[src/rtl/nn_frame_loader.sv]
// Serial-to-parallel frame loader for the speech network: gathers IN_SIZE feature words,
// holds the vector while the network settles, captures the class and hands it downstream.
module nn_frame_loader #(
   parameter int IN_SIZE    = 16,
   parameter int DATA_W     = 16,
   parameter int CLASS_W    = 2,
   parameter int NN_LATENCY = 6
) (
   input  logic                            clk,
   input  logic                            rst,
   input  logic [DATA_W-1:0]               s_data,
   input  logic                            s_valid,
   input  logic                            s_last,
   output logic                            s_ready,
   output logic [IN_SIZE-1:0][DATA_W-1:0]  frame_vector,
   output logic                            frame_valid,
   input  logic [CLASS_W-1:0]              nn_class,
   output logic [CLASS_W-1:0]              m_class,
   output logic                            m_valid,
   input  logic                            m_ready,
   output logic                            frame_err
);

   localparam int IDX_W = $clog2(IN_SIZE);
   localparam int CNT_W = $clog2(NN_LATENCY + 1);

   typedef enum logic [1:0] {
      ST_FILL,
      ST_WAIT,
      ST_OUT
   } state_t;

   state_t                           state_q, state_d;
   logic [IDX_W-1:0]                 wr_idx_q, wr_idx_d;
   logic [CNT_W-1:0]                 lat_cnt_q, lat_cnt_d;
   logic [IN_SIZE-1:0][DATA_W-1:0]   frame_vector_q, frame_vector_d;
   logic                             s_ready_q, s_ready_d;
   logic                             frame_valid_q, frame_valid_d;
   logic                             m_valid_q, m_valid_d;
   logic [CLASS_W-1:0]               m_class_q, m_class_d;
   logic                             frame_err_q, frame_err_d;
   logic                             accept;
   logic                             last_slot;

   assign accept    = s_valid & s_ready_q;
   assign last_slot = (wr_idx_q == IDX_W'(IN_SIZE - 1));

   always_comb begin
      state_d        = state_q;
      wr_idx_d       = wr_idx_q;
      lat_cnt_d      = lat_cnt_q;
      frame_vector_d = frame_vector_q;
      frame_valid_d  = frame_valid_q;
      m_valid_d      = m_valid_q;
      m_class_d      = m_class_q;
      frame_err_d    = 1'b0;

      case (state_q)
         ST_FILL: begin
            if (accept) begin
               if (s_last && last_slot) begin
                  frame_vector_d[wr_idx_q] = s_data;
                  wr_idx_d      = '0;
                  lat_cnt_d     = CNT_W'(NN_LATENCY);
                  frame_valid_d = 1'b1;
                  state_d       = ST_WAIT;
               end else if (s_last || last_slot) begin
                  // Malformed frame: stale words stay behind and get overwritten by the next frame
                  wr_idx_d    = '0;
                  frame_err_d = 1'b1;
               end else begin
                  frame_vector_d[wr_idx_q] = s_data;
                  wr_idx_d = wr_idx_q + IDX_W'(1);
               end
            end
         end
         ST_WAIT: begin
            if (lat_cnt_q == CNT_W'(1)) begin
               m_class_d = nn_class;
               m_valid_d = 1'b1;
               lat_cnt_d = '0;
               state_d   = ST_OUT;
            end else begin
               lat_cnt_d = lat_cnt_q - CNT_W'(1);
            end
         end
         ST_OUT: begin
            if (m_valid_q && m_ready) begin
               m_valid_d     = 1'b0;
               frame_valid_d = 1'b0;
               state_d       = ST_FILL;
            end
         end
         default: state_d = ST_FILL;
      endcase

      // Registered ready: low straight out of reset, rises one edge later
      s_ready_d = (state_d == ST_FILL);
   end

   always_ff @(posedge clk or negedge rst) begin
      if (!rst) begin
         state_q        <= ST_FILL;
         wr_idx_q       <= '0;
         lat_cnt_q      <= '0;
         frame_vector_q <= '0;
         s_ready_q      <= 1'b0;
         frame_valid_q  <= 1'b0;
         m_valid_q      <= 1'b0;
         m_class_q      <= '0;
         frame_err_q    <= 1'b0;
      end else begin
         state_q        <= state_d;
         wr_idx_q       <= wr_idx_d;
         lat_cnt_q      <= lat_cnt_d;
         frame_vector_q <= frame_vector_d;
         s_ready_q      <= s_ready_d;
         frame_valid_q  <= frame_valid_d;
         m_valid_q      <= m_valid_d;
         m_class_q      <= m_class_d;
         frame_err_q    <= frame_err_d;
      end
   end

   assign s_ready      = s_ready_q;
   assign frame_vector = frame_vector_q;
   assign frame_valid  = frame_valid_q;
   assign m_valid      = m_valid_q;
   assign m_class      = m_class_q;
   assign frame_err    = frame_err_q;

endmodule

[config.mk]
export PLATFORM = sky130hd
export DESIGN_NAME = nn_frame_loader
export DESIGN_NICKNAME = d
export VERILOG_FILES = /design/src/rtl/nn_frame_loader.sv
export SDC_FILE = /design/constraint.sdc
export NUM_CORES = 1
export LEC_CHECK = 0
export ABC_AREA = 1
export BUFFER_PORTS_ARGS = -buffer_cell sky130_fd_sc_hd__buf_2
export CAP_MARGIN = 20
export CORE_UTILIZATION = 45
export CTS_CLUSTER_SIZE = 8
export DETAILED_ROUTE_END_ITERATION = 10
export GPL_TIMING_DRIVEN = 0
export PLACE_DENSITY = 0.68
export SYNTH_ARGS = -nofsm -noshare
export SYNTH_HDL_FRONTEND = slang
export SYNTH_SLANG_ARGS = --single-unit
[constraint.sdc]
create_clock -name clk -period 3.6 [get_ports clk]
set_clock_uncertainty 0.15 [all_clocks]
set_input_delay 0.36 -clock clk [delete_from_list [all_inputs] [get_ports clk]]
set_output_delay 0.36 -clock clk [all_outputs]
set_load 0.02 [all_outputs]
==> results by group, run 1 <==
Run status
  • Status: completed

Clock tree
  • Post-CTS Setup Inserts: 0
  • CTS tree: done
  • Sink Count: 271
  • Clock transition at path regs: 0.05 ns
  • Number of H-tree levels: 2
  • CTS Buffer Depth: 3
  • Total CTS buffers: 39
  • Worst-skew pair later-pin latency: 0.51 ns
  • Root Buffer: clkbuf_16

Critical path
  • CP required: 3.84 ns
  • Max FO, Critical Path: 10
  • R2R cell count: 14
  • Worst setup SP type: register
  • Setup CP Type: register to register
  • Critical path origin: wr_idx_q[0]$_DFFE_PN0P_
  • Reg2reg start: wr_idx_q[0]$_DFFE_PN0P_
  • Critical Path Sink Type: register
  • CP Data Arrival Time: 3.18 ns

STA
  • Max-slew violation count: 0
  • Tcrit/Tclk final: 81.7%
  • Slew HR: 45.2%
  • Worst-Margin Slew: 0.822 ns
  • Hold Fails Final Rpt: 0
  • Max Clk Rate: 0.340 GHz
  • RSZ-0062 raised after global routing: false
  • Final-report setup violation count: 0
  • Tmin final: 2.94 ns

Placement
  • Final HPWL DP: 23.8 mm
  • Placer Congestion: 0.803
  • Placed Area: 13400 um2
  • Port Buf Inserts: 268
  • Dpl cells: 1861

Routing
  • Drc violations: 0
  • Drt first pass iters: 5
  • DRT iter0 DRCs: 1039
  • Vias per cell: 5.18
  • Antenna Nets Post-Route: 0
  • Final wirelength: 34.4 mm
  • DR WL/cell: 18.1 um
  • Vias: 9877

Min path
  • HP Start: s_data[5]
  • Hold depth: 3
  • Hold WC Path Type: input port to register

Power and ir drop
  • Switching share of total power: 33.5%
  • Register share of total power: 42.2%
  • Clock share of power: 33.9%
  • Comb power frac: 23.9%
  • PwrDens: 641 nW/um2
  • P_int: 0.00615 W
  • VDD IR max: 0.361 mV
  • LEAKAGE: 8.65 nW
  • NetSw: 0.00310 W

Final layout
  • Non-Filler Instances: 1906
  • Final Cell Area: 14400 um2
  • Area Overhead vs Synth: 24.6%
  • Fill cells: 2245
  • Most common cell after layout, fill and taps aside: nand2_1
  • Nets: 1607
  • Share of layout cells above drive strength 1: 26.9%
  • Most frequent cells in the layout: nand2_1, buf_2, dfrtp_1
  • Antenna cells: 0

GRT
  • Largest net degree at the start of global routing: 111
  • GRT overflow: 0
  • Gr usage total: 26.6%
  • First-pass GRT wire length: 53.5 mm
  • Antenna violations before repair: 0
  • Vias in the first global route: 9474

Die
  • Die Wd: 162 um
  • Core ar.: 25200 um2
  • Initial Utilization: 45.9%
  • Die area: 26300 um2
  • Std cell rows: 58
  • DIE HEIGHT: 162 um
  • Io pins: 285

Logic synthesis
  • Cells after Synth: 1261
  • Post-Synthesis Cell Area: 11600 um2
  • Synth Warn #: 0
  • Synth Register Bits: 271
  • Syn_area_per_cell: 9.17 um2
  • Post-Syn Nets: 1292
  • Yosys cell types: 21
  • Sequential-to-total area share from yosys stat: 58.6%

Flow run
  • Max-cap viol count: 0
## cells by family (layout without fill, tap and decap cells)
kind of cell	after synthesis	after routing	synth area share, %
adder cells (fa/ha/maj)	8	8	0.865
AND/OR/NAND/NOR	862	862	33.4
flip-flops	271	271	58.6
buffers and inverters	113	428	6.75
AO/OA/AOI/OAI	7	7	0.324
## metal layers
| metal | share of wire [%] | GRT usage (%) | up-vias |
|---|---|---|---|
| li1 | - | - | 4630 |
| met1 | 44 | 36.8 | 4788 |
| met2 | 46 | 41.5 | 369 |
| met3 | 6.0 | 3.96 | 90 |
| met4 | 3.9 | 11.7 | 0 |
| met5 | 0 | 0 | - |
## final cells by class
class                      instances  area [um2]  area share, %
buffer                            94         709           4.92
clock buffer                      40         980           6.80
clock inverter                     1        8.76         0.0608
inverter                          19        71.3          0.495
multi-input combinational        877        4000           27.8
sequential                       271        6780           47.0
tap                              330         413           2.86
timing repair buffer             274        1450           10.0
## sequential cells by signal, indices dropped and copies added (netlist names)
| name | cells |
|---|---|
| frame_err | 1 |
| frame_valid | 1 |
| frame_vector | 256 |
| lat_cnt_q | 3 |
| m_class | 2 |
| m_valid | 1 |
| s_ready | 1 |
| state_q | 2 |
| wr_idx_q | 4 |
## stage by stage
stage | util (%) | setup WS, ns | hold slack, ns | total power, W | TNS, ns
floorplan | - | 1.06 | -0.0856 | 0.00521 | 0
global placement | 52.9 | -2.97 | 0.298 | 0.00609 | -798.77
detailed placement | 53.2 | 0.666 | 0.219 | 0.00615 | 0
CTS | 57.2 | 0.652 | 0.0851 | 0.00931 | 0
finish | 57.2 | 0.660 | 0.102 | 0.00924 | 0
global route | 57.2 | 0.419 | 0.125 | 0.00965 | 0
## Yosys cell counts
| library cell | instances | area share [%] |
|---|---|---|
| nand2_1 | 547 | 18 |
| dfrtp_1 | 271 | 59 |
| nand3_1 | 266 | 12 |
| buf_6 | 31 | 3.0 |
| buf_2 | 23 | 1.0 |
| clkbuf_1 | 22 | 0.71 |
| nand2_4 | 16 | 1.6 |
| buf_4 | 15 | 0.97 |
| inv_1 | 15 | 0.49 |
| nor2_4 | 13 | 1.3 |
| nor2_1 | 10 | 0.32 |
| ha_1 | 8 | 0.87 |
| nand2_2 | 5 | 0.27 |
| o21ai_0 | 5 | 0.22 |
| inv_2 | 4 | 0.13 |
| nor2_8 | 4 | 0.69 |
| buf_8 | 2 | 0.26 |
| a21boi_0 | 1 | 0.065 |
| a21oi_1 | 1 | 0.043 |
| buf_12 | 1 | 0.17 |
| nand4_1 | 1 | 0.054 |
## power by group through the flow
stage | Sequential (W) | Combinational (W) | Clock [W]
after global routing | 0.00395 | 0.00239 | 0.00331
after CTS | 0.00389 | 0.00223 | 0.00319
final | 0.00390 | 0.00221 | 0.00313
after global placement | 0.00392 | 0.00217 | 0
after floorplan | 0.00458 | 0.000631 | 0
after detailed placement | 0.00393 | 0.00222 | 0
## timing repair
action,CTS,global route
hold buffers,4,0
gates resized for setup,0,0
hold endpoints to repair,73,0
## final timing paths
kind | to | slack, ns
worst max-delay path | frame_vector[125]$_DFFE_PN0P_ | 0.66
worst min-delay path | frame_vector[69]$_DFFE_PN0P_ | 0.10
worst max register to register | frame_vector[125]$_DFFE_PN0P_ | 0.66
worst min register to register | frame_vector[239]$_DFFE_PN0P_ | 0.31
max in group asynchronous | frame_vector[173]$_DFFE_PN0P_ | 2.06
min in group asynchronous | frame_vector[24]$_DFFE_PN0P_ | 0.25
## worst max-delay path, cell delays in order, from the launching register on
cell,delay (ns)
dfrtp_1,0.41
ha_1,0.22
inv_1,0.22
nor2_8,0.28
buf_6,0.18
inv_1,0.05
ha_1,0.26
inv_1,0.07
nand3_1,0.11
nor2_4,0.14
buf_6,0.23
nand2_2,0.15
buf_4,0.20
nand2_1,0.08
nand2_1,0.06
Note: power is estimated with default switching activity, not from simulation.
==> run 2: changes to the inputs <==
--- a/config.mk
+++ b/config.mk
@@ -5,14 +5,14 @@
 export SDC_FILE = /design/constraint.sdc
 export NUM_CORES = 1
 export LEC_CHECK = 0
-export ABC_AREA = 1
+export ABC_AREA = 0
 export BUFFER_PORTS_ARGS = -buffer_cell sky130_fd_sc_hd__buf_2
 export CAP_MARGIN = 20
 export CORE_UTILIZATION = 45
 export CTS_CLUSTER_SIZE = 8
 export DETAILED_ROUTE_END_ITERATION = 10
 export GPL_TIMING_DRIVEN = 0
-export PLACE_DENSITY = 0.68
+export PLACE_DENSITY = 0.69
 export SYNTH_ARGS = -nofsm -noshare
 export SYNTH_HDL_FRONTEND = slang
 export SYNTH_SLANG_ARGS = --single-unit
==> constraint.sdc (replaced) <==
create_clock -name clk -period 2.9 [get_ports clk]
set_clock_uncertainty 0.15 [all_clocks]
set_input_delay 0.29 -clock clk [delete_from_list [all_inputs] [get_ports clk]]
set_output_delay 0.29 -clock clk [all_outputs]
set_load 0.02 [all_outputs]
==> results by group, run 2 <==
STA
  • Max-slew violation count: 0 (unchanged)
  • RSZ-0062 raised after global routing: false (unchanged)
  • Final-report setup violation count: 0 (unchanged)
  • Slew HR: 54.1% (was 45.2%)
  • Tmin final: 2.75 ns (was 2.94 ns)
  • Tcrit/Tclk final: 94.7% (was 81.7%)
  • Hold Fails Final Rpt: 0 (unchanged)
  • Worst-Margin Slew: 0.689 ns (was 0.822 ns)
  • Max Clk Rate: 0.364 GHz (was 0.340 GHz)

Die
  • Die area: 24400 um2 (was 26300 um2)
  • DIE HEIGHT: 156 um (was 162 um)
  • Std cell rows: 56 (was 58)
  • Die Wd: 156 um (was 162 um)
  • Core ar.: 23400 um2 (was 25200 um2)
  • Initial Utilization: 45.7% (was 45.9%)
  • Io pins: 285 (unchanged)

Routing
  • Antenna Nets Post-Route: 0 (unchanged)
  • Vias per cell: 5.08 (was 5.18)
  • DRT iter0 DRCs: 231 (was 1039)
  • DR WL/cell: 20.0 um (was 18.1 um)
  • Vias: 6702 (was 9877)
  • Drc violations: 0 (unchanged)
  • Final wirelength: 26.4 mm (was 34.4 mm)
  • Drt first pass iters: 4 (was 5)

Logic synthesis
  • Dominant cell type by area after synthesis: dfrtp_1 (unchanged)
  • Synth Warn #: 0 (unchanged)
  • Sequential-to-total area share from yosys stat: 63.5% (was 58.6%)
  • Post-Synthesis Cell Area: 10700 um2 (was 11600 um2)
  • Cells after Synth: 653 (was 1261)
  • Largest cells by area after synthesis: dfrtp_1, mux2_2, nand4b_4 (was dfrtp_1, nand2_1, nand3_1)
  • Yosys top cell area share: 63.5% (was 58.6%)
  • Top-count cell post-synth: dfrtp_1 (was nand2_1)
  • Yosys cell types: 36 (was 21)
  • Post-synth top cells: dfrtp_1, mux2_2, clkbuf_1 (was nand2_1, dfrtp_1, nand3_1)
  • Post-Syn Nets: 684 (was 1292)
  • Post-synth EDFFs: 0 (unchanged)
  • Syn_area_per_cell: 16.4 um2 (was 9.17 um2)
  • Prevailing post-synth register cell: dfrtp_1 (unchanged)
  • Asr flop ratio synth: 100% (unchanged)
  • Synth Register Bits: 271 (unchanged)

Power and ir drop
  • PwrDens: 773 nW/um2 (was 641 nW/um2)
  • Comb power frac: 20.4% (was 23.9%)
  • NetSw: 0.00305 W (was 0.00310 W)
  • Switching share of total power: 28.5% (was 33.5%)
  • VDD IR max: 0.502 mV (was 0.361 mV)
  • LEAKAGE: 7.73 nW (was 8.65 nW)
  • Tot Pwr: 0.0107 W (was 0.00924 W)
  • P_int: 0.00763 W (was 0.00615 W)
  • Register share of total power: 42.9% (was 42.2%)
  • Clock share of power: 36.7% (was 33.9%)

Flow run
  • Max-cap viol count: 0 (unchanged)

Clock tree
  • CTS tree: done (unchanged)
  • Root Buffer: clkbuf_16 (unchanged)
  • Total CTS buffers: 39 (unchanged)
  • Worst-skew pair later-pin latency: 0.50 ns (was 0.51 ns)
  • CTS Buffer Depth: 3 (unchanged)
  • Sink Count: 271 (unchanged)
  • Clock transition at path regs: 0.05 ns (about the same)
  • Number of H-tree levels: 2 (unchanged)

Final layout
  • Share of layout cells above drive strength 1: 61.1% (was 26.9%)
  • Most common cell after layout, fill and taps aside: buf_2 (was nand2_1)
  • Nets: 1030 (was 1607)
  • Most frequent cells in the layout: buf_2, dfrtp_1, mux2_2 (was nand2_1, buf_2, dfrtp_1)
  • Area Overhead vs Synth: 29.4% (was 24.6%)
  • Number of flip-flops in the largest register: 256 (unchanged)
  • Final Cell Area: 13800 um2 (was 14400 um2)
  • Antenna cells: 0 (unchanged)

Critical path
  • Critical path origin: wr_idx_q[0]$_DFFE_PN0P_ (unchanged)
  • Reg2reg start: wr_idx_q[0]$_DFFE_PN0P_ (unchanged)
  • Critical Path Sink Type: register (unchanged)
  • Setup CP Type: register to register (unchanged)
  • CP Data Arrival Time: 2.98 ns (was 3.18 ns)
  • Max FO, Critical Path: 10 (unchanged)
  • Critical Path End: frame_vector[214]$_DFFE_PN0P_ (was frame_vector[125]$_DFFE_PN0P_)
  • CP required: 3.13 ns (was 3.84 ns)
  • FF-to-FF End: frame_vector[214]$_DFFE_PN0P_ (was frame_vector[125]$_DFFE_PN0P_)
  • Worst setup SP type: register (unchanged)
  • R2r setup slk: 0.15 ns (was 0.66 ns)
  • R2R cell count: 8 (was 14)

GRT
  • Antenna violations before repair: 0 (unchanged)
  • GRT overflow: 0 (unchanged)
  • First-pass GRT wire length: 40.9 mm (was 53.5 mm)
  • Gr usage total: 22.1% (was 26.6%)
  • Vias in the first global route: 7027 (was 9474)
  • Largest net degree at the start of global routing: 123 (was 111)

Run status
  • Status: completed (unchanged)

Placement
  • Final HPWL DP: 18.1 mm (was 23.8 mm)
  • Placer Congestion: 0.778 (was 0.803)
  • Placed Area: 12600 um2 (was 13400 um2)
  • Port Buf Inserts: 284 (was 268)

Min path
  • Hold WC Path Type: input port to register (unchanged)
  • Hold depth: 2 (was 3)
## run 2: cell types whose count changed in the layout (fill, tap and decap cells not counted), sizes merged, moves of 6 or more
cell,before,now
buf,342,311
dlygate4sd3,4,19
inv,20,8
mux2,0,258
nand2,568,8
nand2b,0,6
nand3,266,7
nand4b,0,9
nor2,27,3
## run 2: critical path: stages, from the launching register on
cell and delay [ns]:
dfrtp_1 0.43, ha_4 0.25, nand3_1 0.12, ha_1 0.38, nor3b_4 0.30, and3b_1 0.19, buf_2 0.20, buf_4 0.24
mux2_2 0.36
## run 2: per-layer routing
layer  wire length [um]  GRT usage [%]
met5                  0              0
met4                592           7.19
met3               1920           6.25
met2              12900           37.4
met1              11000           27.3
## run 2: power groups by stage
stage / logic [W] / registers (W) / clock network, W
after floorplan: 0.000593 / 0.00530 / 0
after global placement: 0.00214 / 0.00460 / 0
after detailed placement: 0.00218 / 0.00463 / 0
after CTS: 0.00220 / 0.00458 / 0.00402
after global routing: 0.00231 / 0.00464 / 0.00419
final: 0.00218 / 0.00458 / 0.00392
## run 2: per-stage QoR
step / util [%] / hold slack (ns) / setup slack (ns) / std cells / TNS [ns]
after floorplan: - / -0.156 / 0.0999 / 653 / 0
after global placement: 53.4 / 0.320 / -3.61 / 1256 / -1008.27
after detailed placement: 53.7 / 0.0208 / -0.487 / 1258 / -42.29
after CTS: 59.0 / 0.0473 / 0.0852 / 1318 / 0
after global routing: 59.1 / 0.0703 / 0.000346 / 1319 / 0
final: 59.1 / 0.0443 / 0.154 / 1319 / 0
## run 2: cell type report
type                    count  area (um2)
fillers                  1962        9580
clock buffers              42        1030
flip-flops and latches    271        6780
plain buffers              42         243
repair buffers            306        1680
multi-input cells         331        3650
inverters                   8        30.0
well taps                 319         399
## run 2: worst min-delay path by stage
stage	to	from
after detailed placement	frame_vector[137]$_DFFE_PN0P_	rst
final	frame_vector[75]$_DFFE_PN0P_	s_data[11]
after global placement	frame_vector[7]$_DFFE_PN0P_	frame_vector[7]$_DFFE_PN0P_
after floorplan	frame_err$_DFF_PN0_	rst
after CTS	frame_vector[75]$_DFFE_PN0P_	s_data[11]
after global routing	frame_vector[75]$_DFFE_PN0P_	s_data[11]
## run 2: kinds of logic (layout without fill, tap and decap cells)
kind of cell               Yosys count  after routing  synth area share (%)
DFF                                271            271                  63.5
muxes                              258            258                  27.7
buffers and inverters               51            398                  2.55
and+or+nand+nor                     49             49                  4.50
AOI/OAI and AO/OA                   16             16                 0.867
adders and majority gates            8              8                 0.937
## run 2: timing repair
action                                  in CTS  in global routing
endpoints found under the setup margin     167                 18
hold buffers                                19                  0
pin swaps                                    0                  1
resized for setup                            6                  0
hold endpoints to repair                   236                  0
buffers inserted                             0                  1
==> run 3: changes to the inputs <==
--- a/config.mk
+++ b/config.mk
@@ -8,6 +8,7 @@
 export ABC_AREA = 0
 export BUFFER_PORTS_ARGS = -buffer_cell sky130_fd_sc_hd__buf_2
 export CAP_MARGIN = 20
+export CORE_ASPECT_RATIO = 2
 export CORE_UTILIZATION = 45
 export CTS_CLUSTER_SIZE = 8
 export DETAILED_ROUTE_END_ITERATION = 10
==> results by group, run 3 (synthesis results as in run 2) <==
Die
  • Die area: 24400 um2 (about the same)
  • DIE HEIGHT: 220 um (was 156 um)
  • Die Wd: 111 um (was 156 um)
  • Io pins: 285 (unchanged)
  • Initial Utilization: 45.8% (was 45.7%)
  • Std cell rows: 79 (was 56)
  • Core ar.: 23300 um2 (was 23400 um2)

Routing
  • Drc violations: 34 (was 0)
  • Top sig layer: met4 (unchanged)
  • Final wirelength: 26.9 mm (was 26.4 mm)
  • DR WL/cell: 20.9 um (was 20.0 um)
  • Antenna Nets Post-Route: 0 (unchanged)
  • DRT iter0 DRCs: 322 (was 231)
  • Drt first pass iters: 7 (was 4)
  • Vias per cell: 5.19 (was 5.08)
  • Vias: 6665 (was 6702)
  • Met3 WL post-DR: 1.09 mm (was 1.92 mm)
  • Metal1 wirelength: 9.08 mm (was 11.0 mm)
  • Met2 wire length: 15.5 mm (was 12.9 mm)

Clock tree
  • Worst-skew pair later-pin latency: 0.50 ns (about the same)
  • Root Buffer: clkbuf_16 (unchanged)
  • Total CTS buffers: 39 (unchanged)
  • Sink Count: 271 (unchanged)
  • CTS tree: done (unchanged)
  • CTS Buffer Depth: 3 (unchanged)
  • Clock transition at path regs: 0.05 ns (about the same)
  • Number of H-tree levels: 2 (unchanged)

Power and ir drop
  • LEAKAGE: 7.74 nW (was 7.73 nW)
  • Switching share of total power: 28.6% (was 28.5%)
  • NetSw: 0.00306 W (was 0.00305 W)
  • PwrDens: 775 nW/um2 (was 773 nW/um2)
  • Clock share of power: 36.6% (was 36.7%)
  • P_int: 0.00763 W (about the same)
  • VDD IR max: 0.620 mV (was 0.502 mV)
  • Register share of total power: 42.9% (about the same)
  • Comb power frac: 20.5% (was 20.4%)

Critical path
  • Setup CP Type: register to register (unchanged)
  • Delay of the slowest critical-path stage: 0.43 ns (about the same)
  • CP required: 3.13 ns (about the same)
  • Worst-path cell with the longest stage delay: dfrtp_1 (unchanged)
  • Crit-path cells: ha_4, nand3_1, ha_1, nor3b_4, and3b_1, clkbuf_4, buf_4, mux2_2 (was ha_4, nand3_1, ha_1, nor3b_4, and3b_1, buf_2, buf_4, mux2_2)
  • CP Data Arrival Time: 2.99 ns (was 2.98 ns)
  • Worst setup SP type: register (unchanged)
  • Critical Path Sink Type: register (unchanged)
  • Max FO, Critical Path: 10 (unchanged)

STA
  • Max Clk Rate: 0.362 GHz (was 0.364 GHz)
  • Hold Fails Final Rpt: 0 (unchanged)
  • Final-report setup violation count: 0 (unchanged)
  • Worst-Margin Slew: 0.706 ns (was 0.689 ns)
  • RSZ-0062 raised after global routing: false (unchanged)
  • Tmin final: 2.76 ns (was 2.75 ns)
  • Max-slew violation count: 0 (unchanged)
  • Tcrit/Tclk final: 95.2% (was 94.7%)
  • Slew HR: 52.9% (was 54.1%)

GRT
  • GRT overflow: 0 (unchanged)
  • Vias in the first global route: 7122 (was 7027)
  • Antenna violations before repair: 0 (unchanged)
  • Largest net degree at the start of global routing: 125 (was 123)
  • Gr usage total: 22.5% (was 22.1%)
  • First-pass GRT wire length: 41.2 mm (was 40.9 mm)

Min path
  • Hold WC Path Type: input port to async pin (was input port to register)

Run status
  • Failing checks: DRC
  • Status: finished with violations (was completed)

Final layout
  • Fill cells: 1927 (was 1962)
  • Final Cell Area: 13800 um2 (about the same)
  • Antenna cells: 0 (unchanged)
  • Number of flip-flops in the largest register: 256 (unchanged)
  • Most common cell after layout, fill and taps aside: buf_2 (unchanged)
  • FF+latch area: 6780 um2 (unchanged)
  • Most frequent cells in the layout: buf_2, dfrtp_1, mux2_2 (unchanged)
  • Share of layout cells above drive strength 1: 61.1% (about the same)
  • Nets: 1032 (was 1030)
  • Area Overhead vs Synth: 29.1% (was 29.4%)
  • Non-Filler Instances: 1285 (was 1319)
  • Multi-input gate area: 3650 um2 (unchanged)

Flow run
  • Max-cap viol count: 0 (unchanged)

Placement
  • Final HPWL DP: 19.8 mm (was 18.1 mm)
  • Dpl cells: 1222 (was 1258)
  • Placed Area: 12500 um2 (was 12600 um2)
  • Port Buf Inserts: 284 (unchanged)
  • Placer Congestion: 0.791 (was 0.778)
[run 3: changes by cell type in the layout (fill, tap and decap cells not counted)]
cell,previous run,this run
dlygate4sd3_1,19,20
buf_2,300,299
clkbuf_4,0,1
buf_4,3,4
[run 3: area by class of cell]
type / instances / share of cell area, %
inverter: 8 / 0.218
multi-input combinational: 331 / 26.5
timing repair buffer: 308 / 12.3
clock buffer: 42 / 7.46
tap: 283 / 2.57
sequential: 271 / 49.2
buffer: 42 / 1.78
[run 3: final timing paths]
path	slack (ns)	to	depth (start not counted)	from
worst max-delay path	0.14	frame_vector[218]$_DFFE_PN0P_	8	wr_idx_q[0]$_DFFE_PN0P_
worst min-delay path	0.09	m_valid$_DFFE_PN0P_	2	rst
worst max register to register	0.14	frame_vector[218]$_DFFE_PN0P_	8	wr_idx_q[0]$_DFFE_PN0P_
worst min register to register	0.33	frame_vector[157]$_DFFE_PN0P_	1	frame_vector[157]$_DFFE_PN0P_
max in group asynchronous	1.61	frame_vector[249]$_DFFE_PN0P_	3	rst
min in group clk	0.11	state_q[0]$_DFF_PN0_	4	s_last
[run 3: per-layer routing]
| layer | vias to the layer above | global-route usage [%] |
|---|---|---|
| met5 | - | 0 |
| met4 | 0 | 11.6 |
| met3 | 72 | 3.74 |
| met2 | 207 | 44.1 |
| met1 | 3415 | 22.5 |
| li1 | 2971 | - |
[run 3: worst max-delay path, delay by kind of cell, from the launching register on]
kind	cells	cell delay, ns
flops	1	0.43
buf+inv	2	0.44
simple gates	3	0.60
mux	1	0.35
fa+ha+maj	2	0.65
[run 3: power groups by stage]
stage | registers [W] | logic (W) | clock network, W
6_report | 0.00458 | 0.00219 | 0.00392
5_1_grt | 0.00465 | 0.00231 | 0.00415
4_1_cts | 0.00458 | 0.00222 | 0.00402
2_1_floorplan | 0.00530 | 0.000593 | 0
3_3_place_gp | 0.00462 | 0.00216 | 0
3_5_place_dp | 0.00464 | 0.00220 | 0
[run 3: repair_timing]
| item | CTS | global route |
|---|---|---|
| hold buffers | 20 | 0 |
| setup buffers | 0 | 2 |
| pin swaps | 0 | 1 |
| setup endpoints to repair | 222 | 20 |
| gates resized for setup | 5 | 2 |
| hold endpoints to repair | 371 | 0 |
[run 3: per-stage QoR]
stage	worst slack, ns	TNS, ns	hold slack (ns)	utilization (%)	power (W)
2_1_floorplan	0.0999	0	-0.156	-	0.00589
3_3_place_gp	-3.47	-967.74	0.318	53.4	0.00677
3_5_place_dp	-0.507	-47.02	0.0156	53.7	0.00683
4_1_cts	0.0217	0	0.0805	59.0	0.0108
5_1_grt	0.00886	0	0.107	59.1	0.0111
6_report	0.140	0	0.0913	59.1	0.0107
